## config.mk

```make
export PLATFORM = sky130hd
export DESIGN_NAME = midi_tx_flat
export DESIGN_NICKNAME = d
export VERILOG_FILES = /design/src/rtl/midi_tx_if.sv /design/src/rtl/midi_tx.sv /design/src/flat_wrapper.sv
export SDC_FILE = /design/constraint.sdc
export NUM_CORES = 1
export LEC_CHECK = 0
export CAP_MARGIN = 40
export CELL_PAD_IN_SITES_DETAIL_PLACEMENT = 0
export CELL_PAD_IN_SITES_GLOBAL_PLACEMENT = 1
export CORE_ASPECT_RATIO = 1.5
export CORE_UTILIZATION = 28
export CTS_CLUSTER_DIAMETER = 80
export CTS_CLUSTER_SIZE = 12
export DETAILED_ROUTE_END_ITERATION = 10
export GPL_TIMING_DRIVEN = 0
export PLACE_DENSITY_LB_ADDON = 0.1
export SLEW_MARGIN = 25
export SYNTH_ARGS = -nofsm -noshare
export SYNTH_HDL_FRONTEND = slang
export SYNTH_SLANG_ARGS = --single-unit
```

## constraint.sdc

```tcl
create_clock -name clk -period 3.5 [get_ports clk]
set_clock_uncertainty 0.15 [all_clocks]
set_input_delay 0.7 -clock clk [delete_from_list [all_inputs] [get_ports clk]]
set_output_delay 0.7 -clock clk [all_outputs]
set_load 0.02 [all_outputs]
```

## src/rtl/midi_tx_if.sv

```systemverilog
// CPU-side port of the MIDI transmitter: write strobe/byte in, FIFO and line status out.
// No handshake; a write while full (without a same-cycle pop) is dropped and flagged.
interface midi_tx_if;
  logic       wr;
  logic [7:0] din;
  logic       full;
  logic       busy;
  logic       overflow;

  modport master (output wr, din, input full, busy, overflow);
  modport slave  (input wr, din, output full, busy, overflow);
endinterface

```

## src/rtl/midi_tx.sv

```systemverilog
// 8N1 MIDI serialiser behind a DEPTH-entry byte FIFO; tx falls the edge after a write into an empty idle block.
// No backpressure: a write into a full FIFO is dropped unless the shifter pops that same cycle; overflow is sticky.
module midi_tx #(
  parameter int CLKS_PER_BIT = 800,
  parameter int DEPTH        = 4
) (
  input  logic          clk,
  input  logic          reset,
  midi_tx_if.slave      cpu,
  output logic          tx
);

  localparam int PW = (DEPTH > 1) ? $clog2(DEPTH) : 1;
  localparam int CW = $clog2(DEPTH + 1);
  localparam logic [CW-1:0] DEPTH_C   = CW'(DEPTH);
  localparam logic [PW-1:0] PTR_LAST  = PW'(DEPTH - 1);
  localparam logic [15:0]   BAUD_LAST = 16'(CLKS_PER_BIT - 1);

  typedef enum logic [1:0] {IDLE, START, DATA, STOP} state_t;

  state_t        state, state_nxt;
  logic [15:0]   baud, baud_nxt;
  logic [2:0]    bit_idx, bit_idx_nxt;
  logic [7:0]    shift, shift_nxt;
  logic          tx_nxt;
  logic          pop, push, bit_end;

  logic [7:0]    mem [DEPTH];
  logic [PW-1:0] rd_ptr, wr_ptr;
  logic [CW-1:0] count;
  logic          overflow;

  assign bit_end = (baud == BAUD_LAST);
  // A pop frees a slot in the same cycle, so a full FIFO can still take a write then.
  assign push    = cpu.wr && ((count < DEPTH_C) || pop);

  always_comb begin
    state_nxt   = state;
    baud_nxt    = baud;
    bit_idx_nxt = bit_idx;
    shift_nxt   = shift;
    pop         = 1'b0;
    case (state)
      IDLE: begin
        if (count != '0) begin
          pop         = 1'b1;
          shift_nxt   = mem[rd_ptr];
          baud_nxt    = '0;
          bit_idx_nxt = '0;
          state_nxt   = START;
        end
      end
      START: begin
        if (bit_end) begin
          baud_nxt  = '0;
          state_nxt = DATA;
        end else begin
          baud_nxt = baud + 16'd1;
        end
      end
      DATA: begin
        if (bit_end) begin
          baud_nxt    = '0;
          shift_nxt   = {1'b0, shift[7:1]};
          bit_idx_nxt = bit_idx + 3'd1;
          if (bit_idx == 3'd7) state_nxt = STOP;
        end else begin
          baud_nxt = baud + 16'd1;
        end
      end
      STOP: begin
        if (bit_end) begin
          baud_nxt  = '0;
          state_nxt = IDLE;
        end else begin
          baud_nxt = baud + 16'd1;
        end
      end
      default: state_nxt = IDLE;
    endcase

    // Line level is decided from next state so tx itself can be a flop.
    case (state_nxt)
      START:   tx_nxt = 1'b0;
      DATA:    tx_nxt = shift_nxt[0];
      default: tx_nxt = 1'b1;
    endcase
  end

  always_ff @(posedge clk or negedge reset) begin
    if (!reset) begin
      state   <= IDLE;
      baud    <= '0;
      bit_idx <= '0;
      shift   <= '0;
      tx      <= 1'b1;
    end else begin
      state   <= state_nxt;
      baud    <= baud_nxt;
      bit_idx <= bit_idx_nxt;
      shift   <= shift_nxt;
      tx      <= tx_nxt;
    end
  end

  always_ff @(posedge clk or negedge reset) begin
    if (!reset) begin
      rd_ptr   <= '0;
      wr_ptr   <= '0;
      count    <= '0;
      overflow <= 1'b0;
    end else begin
      if (pop)  rd_ptr <= (rd_ptr == PTR_LAST) ? '0 : rd_ptr + PW'(1);
      if (push) wr_ptr <= (wr_ptr == PTR_LAST) ? '0 : wr_ptr + PW'(1);
      case ({push, pop})
        2'b10:   count <= count + CW'(1);
        2'b01:   count <= count - CW'(1);
        default: count <= count;
      endcase
      if (cpu.wr && !push) overflow <= 1'b1;
    end
  end

  always_ff @(posedge clk) begin
    if (push) mem[wr_ptr] <= cpu.din;
  end

  assign cpu.full     = (count == DEPTH_C);
  assign cpu.busy     = (state != IDLE) || (count != '0);
  assign cpu.overflow = overflow;

endmodule

```

## src/flat_wrapper.sv

```systemverilog
// flat-port wrapper written by rule: the top's interface ports become plain ports
module midi_tx_flat 
#(
  parameter int CLKS_PER_BIT = 800,
  parameter int DEPTH        = 4
)
  (clk, reset, tx, cpu_wr, cpu_din, cpu_full, cpu_busy, cpu_overflow);
  midi_tx_if cpu_i ();
  input  logic clk;
  input  logic reset;
  output logic tx;
  input wire logic [$bits(cpu_i.wr)-1:0] cpu_wr;
  input wire logic [$bits(cpu_i.din)-1:0] cpu_din;
  output wire logic [$bits(cpu_i.full)-1:0] cpu_full;
  output wire logic [$bits(cpu_i.busy)-1:0] cpu_busy;
  output wire logic [$bits(cpu_i.overflow)-1:0] cpu_overflow;
  assign cpu_i.wr = cpu_wr;
  assign cpu_i.din = cpu_din;
  assign cpu_full = cpu_i.full;
  assign cpu_busy = cpu_i.busy;
  assign cpu_overflow = cpu_i.overflow;
  midi_tx #(.CLKS_PER_BIT(CLKS_PER_BIT), .DEPTH(DEPTH)) u_core (.clk(clk), .reset(reset), .cpu(cpu_i), .tx(tx));
endmodule
```

# [After elaboration in Yosys (flattened, before gate mapping)]
# Memories as Yosys holds them, arrays and structs flattened.
# Index checks and enable logic that the tools add are counted.
[totals] ff_bits=38 mem_bits_rw=32 in_bits=11 memories=1
[mem_list] memory="u_core.mem" words=4 word_bits=8 read_ports=1 rd_ports_with_merged_regs=0 wr=1 line_no="midi_tx.sv:28" text="logic [7:0] mem [DEPTH];"
[op_classes] addsub=6 n_lt_le_gt_ge=1 n_eq_ne=14 muxes=23 reduce_logical=12
[op_table] operator="$mux W16" n=2
[op_table] operator="$pmux W16 S2" n=1
[op_table] operator="$add A16 B1 Y16 const B" n=1
[op_table] operator="$eq A16 B10 Y1 const B" n=1
[op_table] operator="$mux W8" n=2
[op_table] operator="$pmux W8 S2" n=1
[op_table] operator="$mux W2" n=7
[op_table] operator="$eq A2 B2 Y1 const B" n=6
[op_table] operator="$pmux W3 S2" n=2
[op_table] operator="$pmux W2 S4" n=1
[op_table] operator="$add A3 B1 Y3 const B" n=2
[op_table] operator="$eq A2 B1 Y1 const B" n=3
[op_table] operator="$eq A3 B3 Y1 const B" n=2
[op_table] operator="$mux W3" n=2
[op_table] operator="$reduce_bool A2 Y1" n=3
[op_table] operator="$add A2 B1 Y2 const B" n=2
[op_table] operator="$mux W1" n=4
[op_table] operator="$ne A2 B1 Y1 const B" n=2
[op_table] operator="$lt A3 B3 Y1 const B" n=1
[op_table] operator="$reduce_and A3 Y1" n=1
[op_table] operator="$reduce_bool A3 Y1" n=1
[op_table] operator="$reduce_or A3 Y1" n=1
[op_table] operator="$sub A3 B1 Y3 const B" n=1
[op_table] operator="$logic_and A1 B1 Y1" n=2
[op_table] operator="4 further kinds" n=5

# [Longest topological paths before layout]
# Gate-level depths: netlist (run 1).
[logic_depth] word_depth=7 depth_mapped=11 mapped_depth_nobuf=9

# [Worst setup path after synthesis (run 1)]
# Ideal clock, no wire load.
[synth_timing] kind="register -> register" start="register u_core.state[0]" end="register u_core.count[2]" setup_time_ns=0.079 arrival_time_ns=2.424 slack_ns=0.846 path_stages_with_launch=12 n_path_buf=2 synth_period_minus_slack_ns=2.654 path_cell_list="dfrtp_1 nor2_1 clkbuf_1 nand2b_1 inv_1 clkbuf_1 ha_1 inv_1 fa_1 xor2_1 nor2_1 xor2_1"
[synth_via] elab_chain_cells=6
[synth_lines] item="start, declared" line_no="midi_tx.sv:21" text="state_t state, state_nxt;"
[synth_lines] item="start signal, assigned" line_no="midi_tx.sv:98" text="state <= state_nxt;"
[synth_lines] item="$logic_not A2 Y1 (*)" line_no="midi_tx.sv:43" text="case (state)"
[synth_lines] item="$mux W1 (*)" line_no="midi_tx.sv:43"
[synth_lines] item="net u_core.pop" line_no="midi_tx.sv:26" text="logic pop, push, bit_end;"
[synth_lines] item="$logic_or A1 B1 Y1" line_no="midi_tx.sv:35" text="assign push = cpu.wr && ((count < DEPTH_C) || pop);"
[synth_lines] item="$logic_and A1 B1 Y1" line_no="midi_tx.sv:35"
[synth_lines] item="$eq A2 B1 Y1 or $eq A2 B2 Y1 (tied branches)" line_no="midi_tx.sv:115" text="case ({push, pop})"
[synth_lines] item="$pmux W3 S2 or $reduce_bool A2 Y1 (tied branches)"
[synth_lines] item="end signal, assigned" line_no="midi_tx.sv:116" text="2'b10: count <= count + CW'(1);"
[synth_lines] item="end signal, assigned" line_no="midi_tx.sv:117" text="2'b01: count <= count - CW'(1);"
[synth_lines] item="end signal, assigned" line_no="midi_tx.sv:118" text="default: count <= count;"
[synth_lines] item="end, declared" line_no="midi_tx.sv:30" text="logic [CW-1:0] count;"
# The timed path passes the listed nets; every way through them passes the cells marked *.
# A chain may end at the register's enable or synchronous reset.

# [Final worst setup path (run 1)]
[layout_timing] start="register u_core.count[0]" end="output cpu_busy"
[layout_via] elab_chain_cells=2
[layout_lines] item="$reduce_bool A3 Y1" line_no="midi_tx.sv:129" text="assign cpu.busy = (state != IDLE) || (count != '0);"
[layout_lines] item="$logic_or A1 B1 Y1" line_no="midi_tx.sv:129"
[layout_lines] item="end, declared" line_no="flat_wrapper.sv:15" text="output wire logic [$bits(cpu_i.busy)-1:0] cpu_busy;"
# Every way passes these cells.

==> results of run 1 <==
==> power breakdown <==
part	switching (mW)	internal, mW
logic	0.123	0.0900
registers	0.0346	0.949
clock network	0.356	0.626
total	0.514	1.67
==> cell type report <==
class / instances / area (um2)
plain buffers: 7 / 28.8
well taps: 147 / 184
multi-input cells: 165 / 1160
clock inverters: 7 / 97.6
fillers: 1144 / 7170
clock buffers: 9 / 225
flip-flops and latches: 70 / 1910
inverters: 12 / 45.0
repair buffers: 17 / 171
==> per-layer routing <==
layer  track usage  share of wire
met4        0.0663          0.024
met3        0.0288          0.029
met5             0              0
met1         0.156           0.41
met2         0.224           0.54
==> sequential cells by signal, summed over array words and instances, names as in the netlist <==
register	cells
u_core.wr_ptr	2
u_core.mem	32
u_core.state	2
u_core.cpu.overflow	1
u_core.baud	16
u_core.count	3
u_core.shift	8
u_core.tx	1
u_core.bit_idx	3
u_core.rd_ptr	2
==> synthesized netlist by cell type (all sizes together) <==
master,count
and2,3
nor2b,1
a21oi,3
mux2,1
nand3,10
xnor2,3
inv,12
or4b,1
edfxtp,32
fa,1
nor4,2
o41ai,1
o32a,1
or4,2
and3,11
o211ai,1
o31ai,1
nand2,35
a21o,3
nor3,11
ha,9
nand4,2
dfrtp,37
a221o,1
o21a,1
mux4,8
o21bai,1
a22o,3
dfstp,1
nor2,5
xor2,3
mux2i,1
a22oi,6
a311oi,1
nand2b,1
clkbuf,7
buf,2
or3,4
or4bb,1
o21ai,27
==> placed cells by master, fill, tap and decap left out, types with 2 or more instances in the layout <==
cell	Yosys	layout
sky130_fd_sc_hd__xnor2_1	3	3
sky130_fd_sc_hd__or4_4	2	2
sky130_fd_sc_hd__nor3_1	11	11
sky130_fd_sc_hd__a22oi_1	6	6
sky130_fd_sc_hd__clkinv_4	0	2
sky130_fd_sc_hd__nand4_1	2	2
sky130_fd_sc_hd__a21oi_1	3	3
sky130_fd_sc_hd__dfrtp_1	37	37
sky130_fd_sc_hd__bufinv_16	0	2
sky130_fd_sc_hd__o21ai_0	27	27
sky130_fd_sc_hd__inv_1	12	12
sky130_fd_sc_hd__clkdlybuf4s50_1	0	13
sky130_fd_sc_hd__mux4_2	8	8
sky130_fd_sc_hd__buf_2	1	3
sky130_fd_sc_hd__a21o_1	3	3
sky130_fd_sc_hd__and2_1	3	3
sky130_fd_sc_hd__nand2_1	35	35
sky130_fd_sc_hd__clkbuf_1	7	4
sky130_fd_sc_hd__nor2_1	5	5
sky130_fd_sc_hd__ha_1	9	9
sky130_fd_sc_hd__nor4_1	2	2
sky130_fd_sc_hd__a22o_1	3	3
sky130_fd_sc_hd__edfxtp_1	32	32
sky130_fd_sc_hd__xor2_1	3	3
sky130_fd_sc_hd__and3_1	9	9
sky130_fd_sc_hd__clkbuf_16	0	9
sky130_fd_sc_hd__or3_1	4	4
sky130_fd_sc_hd__nand3_1	10	10
==> worst max path at each step <==
stage,startpoint,end,slack (ps),depth (start not counted)
finish,u_core.count[0]$_DFFE_PN0P_,cpu_busy,380,5
global route,u_core.state[0]$_DFF_PN0_,u_core.count[2]$_DFFE_PN0P_,90,10
CTS,u_core.state[1]$_DFF_PN0_,u_core.count[2]$_DFFE_PN0P_,120,11
detailed placement,u_core.state[1]$_DFF_PN0_,u_core.count[2]$_DFFE_PN0P_,130,11
global placement,u_core.state[1]$_DFF_PN0_,u_core.count[2]$_DFFE_PN0P_,160,11
floorplan,u_core.state[0]$_DFF_PN0_,u_core.count[2]$_DFFE_PN0P_,850,11
==> repair_timing <==
| item | CTS | global route |
|---|---|---|
| endpoints found under the setup margin | 1 | 2 |
| resized for setup | 1 | 0 |
| cloned | 0 | 0 |
==> metrics by stage <==
step           area (um2)  total power [mW]  utilization  setup slack (ps)
2_1_floorplan        3150              1.13            -               846
3_3_place_gp         3470              1.22        0.316               156
3_5_place_dp         3490              1.22        0.318               134
4_1_cts              3820              2.22        0.347               118
5_1_grt              3820              2.28        0.348              85.7
6_report             3820              2.18        0.348               382
==> logic make-up after synthesis <==
group                    after synthesis  share of synthesized area
XOR/XNOR                               6                     0.0167
AO/OA/AOI/OAI                         50                     0.0989
buffers and inverters                 21                     0.0254
multiplexers                          10                     0.0639
AND/OR/NAND/NOR                       89                      0.146
adder cells (fa/ha/maj)               10                     0.0421
flip-flops                            70                      0.607
==> worst register-to-register path: stages, from the launching register on <==
cell                       delay [ps]
sky130_fd_sc_hd__dfrtp_1          470
sky130_fd_sc_hd__nor2_1           140
sky130_fd_sc_hd__clkbuf_1         430
sky130_fd_sc_hd__nand2b_1         270
sky130_fd_sc_hd__inv_1            380
sky130_fd_sc_hd__ha_1             260
sky130_fd_sc_hd__inv_1             70
sky130_fd_sc_hd__fa_1             430
sky130_fd_sc_hd__xor2_1           150
sky130_fd_sc_hd__nor2_1           110
sky130_fd_sc_hd__xor2_1           150
==> implementation parameters, run 1 <==
Parameter                              Value

Placed design
  Count of port buffers added during placement    14
  Placed insts    419
  Gpl congestion    0.685
  Dpl hpwl    4860 um

Global routing
  Antenna violations before repair    0
  Global-route wire length before repair    11300 um
  Global routing usage summed across all routing layers    0.133
  Vias in the first global route    2143
  Largest net degree at the start of global routing    23
  Remaining Overflow, GRT    0

Clock tree
  Post-CTS setup-driven buffer insertion count    0
  Cell at the root of the clock tree    sky130_fd_sc_hd__clkbuf_16
  Total of hold buffers inserted after clock tree synthesis    0
  Clock sink count    70
  Post-CTS clock slew at the launch and capture registers of the worst setup and hold paths    60 ps
  CTS tree    yes
  H-tree depth    3
  Buffer levels on the longest clock path    2
  Clk Latency, worst-skew pair    330 ps
  Number of CTS-inserted buffers    9

Worst setup path
  Worst setup path category    flip-flop to output pin
  Number of buffers and inverters on the critical path    3
  Top Family by Delay on Critical Path    buffers and inverters
  Sequence of cells on the critical path    nor3_1, and2_1, clkbuf_2, inv_1, clkdlybuf4s50_1
  Largest driver fanout on the critical path    10
  Highest-delay cell along the critical path    sky130_fd_sc_hd__clkdlybuf4s50_1
  Critical path launch point type    flip-flop
  Data arrival at the endpoint of the critical path    2270 ps
  Data required time of the worst path    2650 ps
  Depth of the worst register-to-register path    10
  Type of element capturing the critical path    output pin
  End of the worst register-to-register path    u_core.count[2]$_DFFE_PN0P_
  Startpoint of the most critical register-to-register path    u_core.state[1]$_DFF_PN0_
  Longest individual stage delay on the worst path    530 ps
  R2R setup slack    420 ps

Detailed routing
  Antenna Violating Nets Remaining    0
  First-pass DRT Iterations    6
  First DRT Iteration DRCs    100
  Total via count in the routed design    2055
  Post-Route WL    6820 um
  Vias per std cell    4.74
  Post-DR wirelength/cell    15.7 um
  DRC violation count after routing    0

Die
  Row count    47
  Die area    11700 um2
  Boundary pin count    15
  Starting density of the core    0.286
  Die Height    132 um
  Core Footprint    11000 um2
  DIE WIDTH    88.6 um

Yosys
  Synth Cell Area    3150 um2
  Average footprint of a synthesized cell    12.3 um2
  Sequential fraction of the synthesis area    0.607
  Library cell with the largest summed area after synthesis    sky130_fd_sc_hd__edfxtp_1
  Post-Synthesis Cells    256
  Post-synthesis register bit count    70
  Count of cell types in the netlist    43
  Area share of the largest cell type after synthesis    0.305
  Synth top area cells    sky130_fd_sc_hd__edfxtp_1 (31%), sky130_fd_sc_hd__dfrtp_1 (29%), sky130_fd_sc_hd__mux4_2 (5.7%), sky130_fd_sc_hd__o21ai_0 (4.3%), sky130_fd_sc_hd__nand2_1 (4.2%)
  Syn_nets    277
  Warnings from Yosys    0

Layout
  Net count reported at finish    303
  Fraction of layout instances using a drive strength above 1    0.125
  Antenna cell count    0
  Non-Filler Instances    434
  Synthesis-to-layout area growth    21.3%

Timing
  Hold Worst Slack    163 ps
  Fin crit share    0.891
  Worst rel slew slack    0.547
  Hold Vio Cnt, Final    0
  Setup repair after global routing missed its margin    false
  Final critical delay including setup and external delays    3120 ps
  Final-report setup violation count    0
  Sum of negative setup slack    0 ps
  Final Max Slew Viols    0
  Transition time of the tightest slew-check pin    679 ps
  Highest Clock Rate    321 MHz

Power
  Standby leakage power    1.51 nW
  Pwr per Cell Area    570 nW/um2
  Largest voltage drop on the vdd net    0.000295 V

Run status
  Result of the run    complete, no violations

Run
  Max cap viols    0

Worst hold path
  Type of the most critical hold path    input port to async pin
Power figures use the tool's default switching activity.
==> inputs of run 2 (changes only) <==
- MAX_ROUTING_LAYER: default -> met4
- SLEW_MARGIN: 25 -> default
==> implementation parameters, run 2 (synthesized netlist as in run 1, its figures left out) <==
Parameter                              Value

Power
  Share of total power in combinational logic    0.096
  Cell Int Power    1.66 mW
  Part of the power in the clock network    0.452
  Power consumption    2.18 mW
  Standby leakage power    1.50 nW
  Pwr per Cell Area    572 nW/um2
  Flop pwr share    0.452
  Switching power as a share of total power    0.237
  Net Sw Power    0.516 mW
  Largest voltage drop on the vdd net    0.000294 V

Die
  DIE WIDTH    88.6 um
  Boundary pin count    15
  Die Height    132 um
  Row count    47
  Core Footprint    11000 um2
  Starting density of the core    0.286
  Die area    11700 um2

Clock tree
  Cell at the root of the clock tree    sky130_fd_sc_hd__clkbuf_16
  Number of CTS-inserted buffers    9
  Clk Latency, worst-skew pair    330 ps
  Clock sink count    70
  H-tree depth    3
  Buffer levels on the longest clock path    2
  Post-CTS clock slew at the launch and capture registers of the worst setup and hold paths    60 ps
  Total of hold buffers inserted after clock tree synthesis    0
  CTS tree    yes

Detailed routing
  DRC violation count after routing    0
  First-pass DRT Iterations    4
  Post-DR wirelength/cell    15.9 um
  Vias per std cell    4.75
  Post-Route WL    6890 um
  Antenna Violating Nets Remaining    0
  First DRT Iteration DRCs    76
  Total via count in the routed design    2063

Placed design
  Count of port buffers added during placement    14
  Gpl congestion    0.692
  Dpl hpwl    4820 um

Worst setup path
  Startpoint of the most critical register-to-register path    u_core.state[1]$_DFF_PN0_
  Worst setup path category    flip-flop to output pin
  Type of element capturing the critical path    output pin
  Data arrival at the endpoint of the critical path    2410 ps
  Critical path launch point type    flip-flop
  Data required time of the worst path    2650 ps
  Depth of the worst register-to-register path    10
  End of the worst register-to-register path    u_core.count[2]$_DFFE_PN0P_
  R2R setup slack    450 ps
  Largest driver fanout on the critical path    10

Global routing
  Largest net degree at the start of global routing    34
  Antenna violations before repair    0
  Global routing usage summed across all routing layers    0.139
  Remaining Overflow, GRT    0
  Global-route wire length before repair    11500 um
  Vias in the first global route    2149

Timing
  Transition time of the tightest slew-check pin    789 ps
  Sum of negative setup slack    0 ps
  Final-report setup violation count    0
  Worst rel slew slack    0.474
  Final Max Slew Viols    0
  Fin crit share    0.931
  Final critical delay including setup and external delays    3260 ps
  Highest Clock Rate    307 MHz
  Setup repair after global routing missed its margin    false
  Hold Vio Cnt, Final    0

Layout
  Number of fill cells in the layout    1134
  Synthesis-to-layout area growth    21.1%
  Largest registers    u_core.mem: 32 flops, u_core.baud: 16 flops, u_core.shift: 8 flops
  Flip-flop count of the largest register, all copies and words added    32
  Net count reported at finish    303
  Commonest non-fill, non-tap cell in the layout    sky130_fd_sc_hd__dfrtp_1
  Fraction of layout instances using a drive strength above 1    0.125
  Register ranked first by flip-flop count    u_core.mem
  Antenna cell count    0
  Most frequent cells in the layout    sky130_fd_sc_hd__dfrtp_1 (37), sky130_fd_sc_hd__nand2_1 (35), sky130_fd_sc_hd__edfxtp_1 (32)

Run status
  Result of the run    complete, no violations

Worst hold path
  Type of the most critical hold path    input port to async pin

Run
  Max cap viols    0
## run 2: repair_timing
| action | in CTS | in global routing |
|---|---|---|
| gates resized for setup | 1 | 0 |
| setup endpoints to repair | 1 | 1 |
| endpoints found under the hold margin | 0 | 0 |
| buffers inserted | 0 | 0 |
## run 2: how the worst max path moves through the flow
| stage | startpoint | to | slack (ps) |
|---|---|---|---|
| detailed placement | u_core.state[0]$_DFF_PN0_ | u_core.count[2]$_DFFE_PN0P_ | 150 |
| global placement | u_core.state[1]$_DFF_PN0_ | u_core.count[2]$_DFFE_PN0P_ | 160 |
| global route | u_core.state[0]$_DFF_PN0_ | cpu_busy | 6 |
| CTS | u_core.count[0]$_DFFE_PN0P_ | cpu_busy | 130 |
| finish | u_core.count[0]$_DFFE_PN0P_ | cpu_busy | 240 |
| floorplan | u_core.state[0]$_DFF_PN0_ | u_core.count[2]$_DFFE_PN0P_ | 850 |
## run 2: cell type report
type | instances | area, um2 | share of cell area
Tap cell | 147 | 184 | 0.0482
Timing Repair Buffer | 16 | 160 | 0.0420
Sequential cell | 70 | 1910 | 0.501
Multi-Input combinational cell | 165 | 1160 | 0.303
Inverter | 12 | 45.0 | 0.0118
Buffer | 8 | 32.5 | 0.00853
Clock buffer | 9 | 225 | 0.0590
Clock inverter | 7 | 97.6 | 0.0256
## run 2: critical path: stages (launching register included)
cell and delay, ps:
sky130_fd_sc_hd__dfrtp_1 400, sky130_fd_sc_hd__nor3_1 220, sky130_fd_sc_hd__and2_1 150, sky130_fd_sc_hd__clkbuf_1 380
sky130_fd_sc_hd__clkbuf_2 330, sky130_fd_sc_hd__inv_1 60, sky130_fd_sc_hd__clkdlybuf4s50_1 530
## run 2: power groups by stage
stage                     Clock (mW)  Sequential, mW  Combinational, mW
after floorplan                    0           0.990              0.141
after global placement             0            1.00              0.218
after detailed placement           0            1.00              0.221
after CTS                       1.02           0.987              0.221
after global routing            1.04           0.993              0.242
final                          0.986           0.985              0.210
## run 2: routing by layer
layer | global-route usage | up-vias | routed length [um]
met4 | 0.0717 | 0 | 149
met1 | 0.160 | 1024 | 2870
met5 | - | - | 0
li1 | - | 1001 | -
met3 | 0.0219 | 9 | 140
met2 | 0.228 | 29 | 3730
## run 2: stage by stage
step	hold WS (ps)	cell area (um2)	setup slack [ps]	utilization	instances
after floorplan	254	3150	846	-	256
after global placement	303	3470	156	0.316	417
after detailed placement	309	3490	150	0.318	419
after CTS	40.9	3820	132	0.347	435
after global routing	55.7	3810	5.72	0.347	434
final	48.5	3810	241	0.347	434
